## src/rtl/fetch_unit.sv

```systemverilog
// Instruction fetch unit: issues word-aligned fetches, buffers returned words with their
// addresses in a small FIFO, and discards responses to fetches squashed by a redirect.
module fetch_unit #(
  parameter logic [31:0] RESET_PC = 32'h0000_0000,
  parameter int unsigned DEPTH    = 2
) (
  input  logic        clk,
  input  logic        rst_n,
  output logic        imem_req_valid,
  input  logic        imem_req_ready,
  output logic [31:0] imem_addr,
  input  logic        imem_rsp_valid,
  input  logic [31:0] imem_rsp_data,
  input  logic        redirect_valid,
  input  logic [31:0] redirect_pc,
  output logic        instr_valid,
  output logic [31:0] instr,
  output logic [31:0] instr_pc,
  input  logic        instr_ready
);

  typedef enum logic [1:0] {BOOT = 2'd0, RUN = 2'd1, FLUSH = 2'd2} state_e;

  localparam logic [3:0] DEPTH_W  = 4'(DEPTH);
  localparam logic [1:0] LAST_PTR = 2'(DEPTH - 1);

  state_e      state_q, state_d;
  logic [31:0] pc_q, pc_d;
  logic [2:0]  outst_q, outst_d, drop_q, drop_d, cnt_q, cnt_d;
  logic [1:0]  rd_q, rd_d, wr_q, wr_d;
  logic [31:0] data_q [4];
  logic [31:0] addr_q [4];

  logic        pop_s, acc_s, rsp_s, keep_s;
  logic [2:0]  rsp_dec_s;
  logic [31:0] rsp_pc_s;
  logic        unused_s;

  assign unused_s    = ^redirect_pc[1:0];
  assign instr_valid = rst_n && (cnt_q != 3'd0);
  assign instr       = instr_valid ? data_q[rd_q] : 32'd0;
  assign instr_pc    = instr_valid ? addr_q[rd_q] : 32'd0;
  assign pop_s       = instr_valid && instr_ready;

  // A slot freed by this cycle's pop can already be claimed, which sustains one fetch per cycle.
  assign imem_req_valid = rst_n && (state_q != BOOT) && !redirect_valid &&
                          (({1'b0, outst_q} + {1'b0, cnt_q} - {3'd0, pop_s}) < DEPTH_W);
  assign imem_addr = pc_q;
  assign acc_s     = imem_req_valid && imem_req_ready;
  assign rsp_s     = imem_rsp_valid && (outst_q != 3'd0);
  assign keep_s    = rsp_s && (drop_q == 3'd0) && !redirect_valid;
  assign rsp_dec_s = outst_q - {2'd0, rsp_s};
  // Kept fetches are contiguous and end at pc-4, so the oldest one sits at pc - 4*outstanding.
  assign rsp_pc_s  = pc_q - {27'd0, outst_q, 2'b00};

  // Next-state computation for pc, counters, FIFO pointers and FSM.
  always_comb begin
    state_d = state_q;
    pc_d    = pc_q;
    drop_d  = drop_q;
    cnt_d   = cnt_q;
    rd_d    = rd_q;
    wr_d    = wr_q;
    outst_d = rsp_dec_s + {2'd0, acc_s};
    if (redirect_valid) begin
      pc_d   = {redirect_pc[31:2], 2'b00};
      drop_d = rsp_dec_s;
      cnt_d  = 3'd0;
      rd_d   = 2'd0;
      wr_d   = 2'd0;
      if ((state_q == FLUSH) || (rsp_dec_s != 3'd0)) begin
        state_d = FLUSH;
      end else begin
        state_d = RUN;
      end
    end else begin
      if (acc_s) begin
        pc_d = pc_q + 32'd4;
      end else begin
        pc_d = pc_q;
      end
      if (rsp_s && (drop_q != 3'd0)) begin
        drop_d = drop_q - 3'd1;
      end else begin
        drop_d = drop_q;
      end
      if (pop_s) begin
        rd_d = (rd_q == LAST_PTR) ? 2'd0 : rd_q + 2'd1;
      end else begin
        rd_d = rd_q;
      end
      if (keep_s) begin
        wr_d = (wr_q == LAST_PTR) ? 2'd0 : wr_q + 2'd1;
      end else begin
        wr_d = wr_q;
      end
      cnt_d = cnt_q + {2'd0, keep_s} - {2'd0, pop_s};
      case (state_q)
        BOOT:    state_d = RUN;
        FLUSH:   state_d = (drop_d == 3'd0) ? RUN : FLUSH;
        default: state_d = state_q;
      endcase
    end
  end

  // Control state registers with synchronous reset.
  always_ff @(posedge clk) begin
    if (!rst_n) begin
      state_q <= BOOT;
      pc_q    <= RESET_PC;
      outst_q <= 3'd0;
      drop_q  <= 3'd0;
      cnt_q   <= 3'd0;
      rd_q    <= 2'd0;
      wr_q    <= 2'd0;
    end else begin
      state_q <= state_d;
      pc_q    <= pc_d;
      outst_q <= outst_d;
      drop_q  <= drop_d;
      cnt_q   <= cnt_d;
      rd_q    <= rd_d;
      wr_q    <= wr_d;
    end
  end

  // FIFO storage; contents are only observable through the count-gated outputs.
  always_ff @(posedge clk) begin
    if (rst_n && keep_s) begin
      data_q[wr_q] <= imem_rsp_data;
      addr_q[wr_q] <= rsp_pc_s;
    end
  end

endmodule

```

## config.mk

```make
export PLATFORM = sky130hd
export DESIGN_NAME = fetch_unit
export DESIGN_NICKNAME = d
export VERILOG_FILES = /design/src/rtl/fetch_unit.sv
export SDC_FILE = /design/constraint.sdc
export NUM_CORES = 1
export LEC_CHECK = 0
export BUFFER_PORTS_ARGS = -buffer_cell sky130_fd_sc_hd__buf_4
export CAP_MARGIN = 20
export CELL_PAD_IN_SITES_DETAIL_PLACEMENT = 0
export CELL_PAD_IN_SITES_GLOBAL_PLACEMENT = 2
export CORE_UTILIZATION = 44
export CTS_BUF_LIST = sky130_fd_sc_hd__clkbuf_16
export DETAILED_ROUTE_END_ITERATION = 16
export GPL_TIMING_DRIVEN = 0
export PLACE_DENSITY = 0.95
export SETUP_SLACK_MARGIN = 0.2
export SYNTH_ARGS = -nofsm -noshare
export SYNTH_HDL_FRONTEND = slang
export SYNTH_SLANG_ARGS = --single-unit
```

## constraint.sdc

```tcl
create_clock -name clk -period 16.2 [get_ports clk]
set_clock_uncertainty 0.1 [all_clocks]
set_input_delay 1.62 -clock clk [delete_from_list [all_inputs] [get_ports clk]]
set_output_delay 1.62 -clock clk [all_outputs]
set_load 0.02 [all_outputs]
```

==> impl_results.rst <==
.. list-table::
   :header-rows: 1

   * - Metric
     - Value
   * - Placed wire-length estimate after detailed placement
     - 22700 um
   * - Layout cells sized above 1
     - 0.278
   * - Number of sinks on the clock net
     - 295
   * - Most frequent cell after synthesis
     - sky130_fd_sc_hd__edfxtp_1
   * - Data required, critical path
     - 14.48 ns
   * - Final Max Tran Viols
     - 0
   * - Initial standard-cell utilization of the core
     - 0.449
   * - Pin count of the biggest net entering global routing
     - 39
   * - Die area
     - 30200 um2
   * - Vias
     - 8341
   * - Reg-to-reg critical path endpoint
     - outst_q[2]$_SDFF_PN0_
   * - Post-CTS Repair Setup Buffers
     - 0
   * - Number of design-rule violations left by the first detailed-router iteration
     - 653
   * - Proportion of netlist area held by the largest area contributor
     - 0.574
   * - Final nets
     - 1179
   * - Quantity of gates resized following cts
     - 0
   * - Placer congestion estimate
     - 0.822
   * - Start point of the critical path
     - rst_n
   * - Netlist area before placement
     - around 13000 um2
   * - Launch point of the worst hold path
     - rd_q[1]$_SDFFE_PP0P_
   * - Antenna violations before repair
     - 1
   * - PortBufs
     - 161
   * - Data arrival time of the critical path
     - ~4.4 ns
   * - Share of flip-flops with an asynchronous set or reset after synthesis
     - 0
   * - Synthesized instance count
     - 871
   * - Final wirelength
     - ~31000 um
   * - CTS tree
     - yes
   * - Remaining antenna violation count after routing
     - 0
   * - Number of clock buffers inserted by TritonCTS
     - 30
   * - Switching share of total power
     - 0.292
   * - Sequential cell area fraction in the yosys report
     - 0.647
   * - Period minus WS final
     - 6.08 ns
   * - Combined area of the multi-input logic cells
     - 4230 um2
   * - Core Footprint
     - 28900 um2
   * - LEAKAGE
     - roughly 5.6 nW
   * - Fmax
     - about 160 MHz
   * - Placed instance count
     - around 1400
   * - Finished Core Util
     - 0.553
   * - Number of buffers inserted for hold repair after clock tree synthesis
     - 0
   * - Die Width
     - 174 um
   * - Type of element launching the critical path
     - input pin
   * - Post-CTS clock slew at the launch and capture registers of the worst setup and hold paths
     - 0.07 ns
   * - Startpoint of the most critical register-to-register path
     - outst_q[0]$_SDFF_PN0_
   * - Pint
     - between 1 and 1.5 mW
   * - Placed Instance Area
     - 15000 um2
   * - Std-Cell Rows
     - 62
   * - Commonest cells in the netlist
     - sky130_fd_sc_hd__edfxtp_1, sky130_fd_sc_hd__and2_1, sky130_fd_sc_hd__mux4_2, sky130_fd_sc_hd__dfxtp_1, sky130_fd_sc_hd__clkbuf_1
   * - Leading area contributor after synthesis
     - sky130_fd_sc_hd__edfxtp_1
   * - Relative area change from synthesis to final layout
     - 23.0%
   * - Result of the run
     - finished clean
   * - Share of power burned in the clock network
     - 0.346
   * - Slew margin rel.
     - 0.403
   * - Number of global-route vias before repair
     - 8202
   * - Num ports
     - between 150 and 200
   * - Cell at the root of the clock tree
     - sky130_fd_sc_hd__clkbuf_16
   * - Post-route clock period utilization
     - 0.376
   * - First-pass GRT wire length
     - ~48000 um
   * - Final total negative setup slack
     - 0 ns
   * - FF-to-FF setup slack
     - 12.27 ns
   * - Bufs on Longest Clock Path
     - 3
   * - Final instance area
     - between 15000 and 20000 um2
   * - Mapped Avg Cell Area
     - 14.9 um2
   * - Class of the tightest hold or removal check
     - register to register
   * - Number of design rule violations left after detail routing
     - 0
   * - Register bit count reported by yosys
     - 295
   * - Number of synthesized flops with an enable pin
     - 248
   * - Max-cap viol count
     - 0
   * - Clock latency of the later-clocked register in the worst-skew pair
     - 0.55 ns
   * - Number of distinct standard cells referenced by the synthesized netlist
     - 54
   * - Termination of the worst setup path
     - imem_req_valid
   * - YS warnings
     - 0
   * - Net Switching
     - slightly below 0.6 mW
   * - Diodes inserted
     - 0
   * - First-pass iteration count of the detailed router
     - 5
   * - Slew at the pin closest to its max-slew limit
     - 0.896 ns
   * - Peak VDD IR
     - between 0.1 and 0.15 mV
   * - Number of filler cells placed in the layout
     - ~2300
   * - Crit path kind
     - input pin to output pin
   * - Area contributors post-synth
     - sky130_fd_sc_hd__edfxtp_1, sky130_fd_sc_hd__mux4_2, sky130_fd_sc_hd__dfxtp_1, sky130_fd_sc_hd__and2_1, sky130_fd_sc_hd__o21ai_0
   * - Final-report hold violation count
     - 0
   * - Crit. End Element
     - output pin
   * - Number of H-tree levels
     - 1
   * - Number of setup violations in the final report
     - 0
   * - Commonest register cell after synthesis
     - sky130_fd_sc_hd__edfxtp_1
   * - Crit Path Max Fanout
     - 10
   * - Number of standard cells in the layout, taps in and fillers out
     - 1496
   * - Wirelength per Cell
     - 20.9 um
   * - Final Total Pwr
     - between 1.5 and 2 mW
   * - Setup Slack @ Placement
     - 10.10 ns
   * - Share of total power in combinational logic
     - 0.206
   * - Final global-route overflow total
     - 0
   * - Vias per cell
     - 5.58
   * - Tightest hold margin
     - 0.350 ns
   * - Final worst-path setup slack
     - between 10 and 15 ns
   * - Height of the die
     - around 170 um
   * - Path depth of the worst reg2reg path
     - 14
   * - Sequential standard cell area
     - about 8400 um2
   * - Reg power frac
     - 0.447
   * - Power Density
     - 125 nW/um2
   * - Setup repair after global routing missed its margin
     - no
   * - GRT Util Overall
     - 0.207
## worst max-delay path, cell delays in order
cell	delay, ns
sky130_fd_sc_hd__buf_4	0.08
sky130_fd_sc_hd__buf_2	0.19
sky130_fd_sc_hd__nand2_1	0.06
sky130_fd_sc_hd__or3_1	0.34
sky130_fd_sc_hd__ha_1	0.30
sky130_fd_sc_hd__nor4b_1	0.05
sky130_fd_sc_hd__a2111o_1	0.41
sky130_fd_sc_hd__a211o_1	0.38
sky130_fd_sc_hd__clkbuf_1	0.32
sky130_fd_sc_hd__nor4_1	0.40
sky130_fd_sc_hd__buf_4	0.20
## metal layers
layer,GRT usage,part of all wire,vias up
met1,0.286,0.42,4158
met5,0,0,-
met4,0.0567,0.024,0
met2,0.345,0.48,320
met3,0.0287,0.069,51
li1,-,-,3812
## flip-flops by register name, indices dropped and copies added (netlist names), named ones only
signal,cells
addr_q,120
outst_q,3
data_q,128
rd_q,2
wr_q,2
imem_addr,30
cnt_q,3
state_q,2
drop_q,3
## worst min-delay path by stage
stage / to / slack, ns / depth (start not counted)
after global routing: rd_q[1]$_SDFFE_PP0P_ / 0.36 / 2
after CTS: rd_q[1]$_SDFFE_PP0P_ / 0.34 / 2
after global placement: rd_q[1]$_SDFFE_PP0P_ / 0.33 / 2
final: rd_q[1]$_SDFFE_PP0P_ / 0.35 / 2
after floorplan: register / 0.32 / 2
after detailed placement: rd_q[1]$_SDFFE_PP0P_ / 0.33 / 2
## area by class of cell
class,count,share of cell area
Buffer,64,0.0173
Timing Repair Buffer,184,0.0929
Clock buffer,31,0.0486
Multi-Input combinational cell,487,0.265
Sequential cell,295,0.526
Clock inverter,23,0.0134
Tap cell,384,0.0301
Inverter,28,0.00659
## layout by cell type (no fill, tap or decap), drive strengths merged, types with 3 or more instances in the layout
cell type / instances
clkbuf: 77
clkinvlp: 3
and3: 7
nor4: 10
bufinv: 4
o21ai: 45
nor4b: 10
a21oi: 5
o41ai: 3
o31ai: 10
and2: 74
a311oi: 6
edfxtp: 248
or4: 13
inv: 31
o211a: 3
a31oi: 13
ha: 16
nor2: 30
conb: 4
fa: 3
nor3b: 14
buf: 202
nor3: 18
clkinv: 13
and4: 9
and2b: 3
nor2b: 7
xnor2: 20
nand3: 25
a211oi: 4
nand4: 16
xor2: 14
mux4: 62
or3: 5
nand2: 22
dfxtp: 47
## cell families after synthesis
| group | synth area share |
|---|---|
| simple gates | 0.123 |
| flops | 0.647 |
| buf+inv | 0.0293 |
| other cells | 0.000289 |
| xor+xnor | 0.0230 |
| mux | 0.108 |
| compound gates | 0.0494 |
| fa+ha+maj | 0.0201 |
## power by group through the flow
stage,logic [mW],registers (mW),clock network (mW)
6_report,0.411,0.891,0.690
5_1_grt,0.449,0.894,0.730
4_1_cts,0.408,0.891,0.701
3_5_place_dp,0.407,0.908,0
3_3_place_gp,0.397,0.910,0
2_1_floorplan,0.251,0.909,0
No activity file was read; power rests on OpenSTA's default activity.
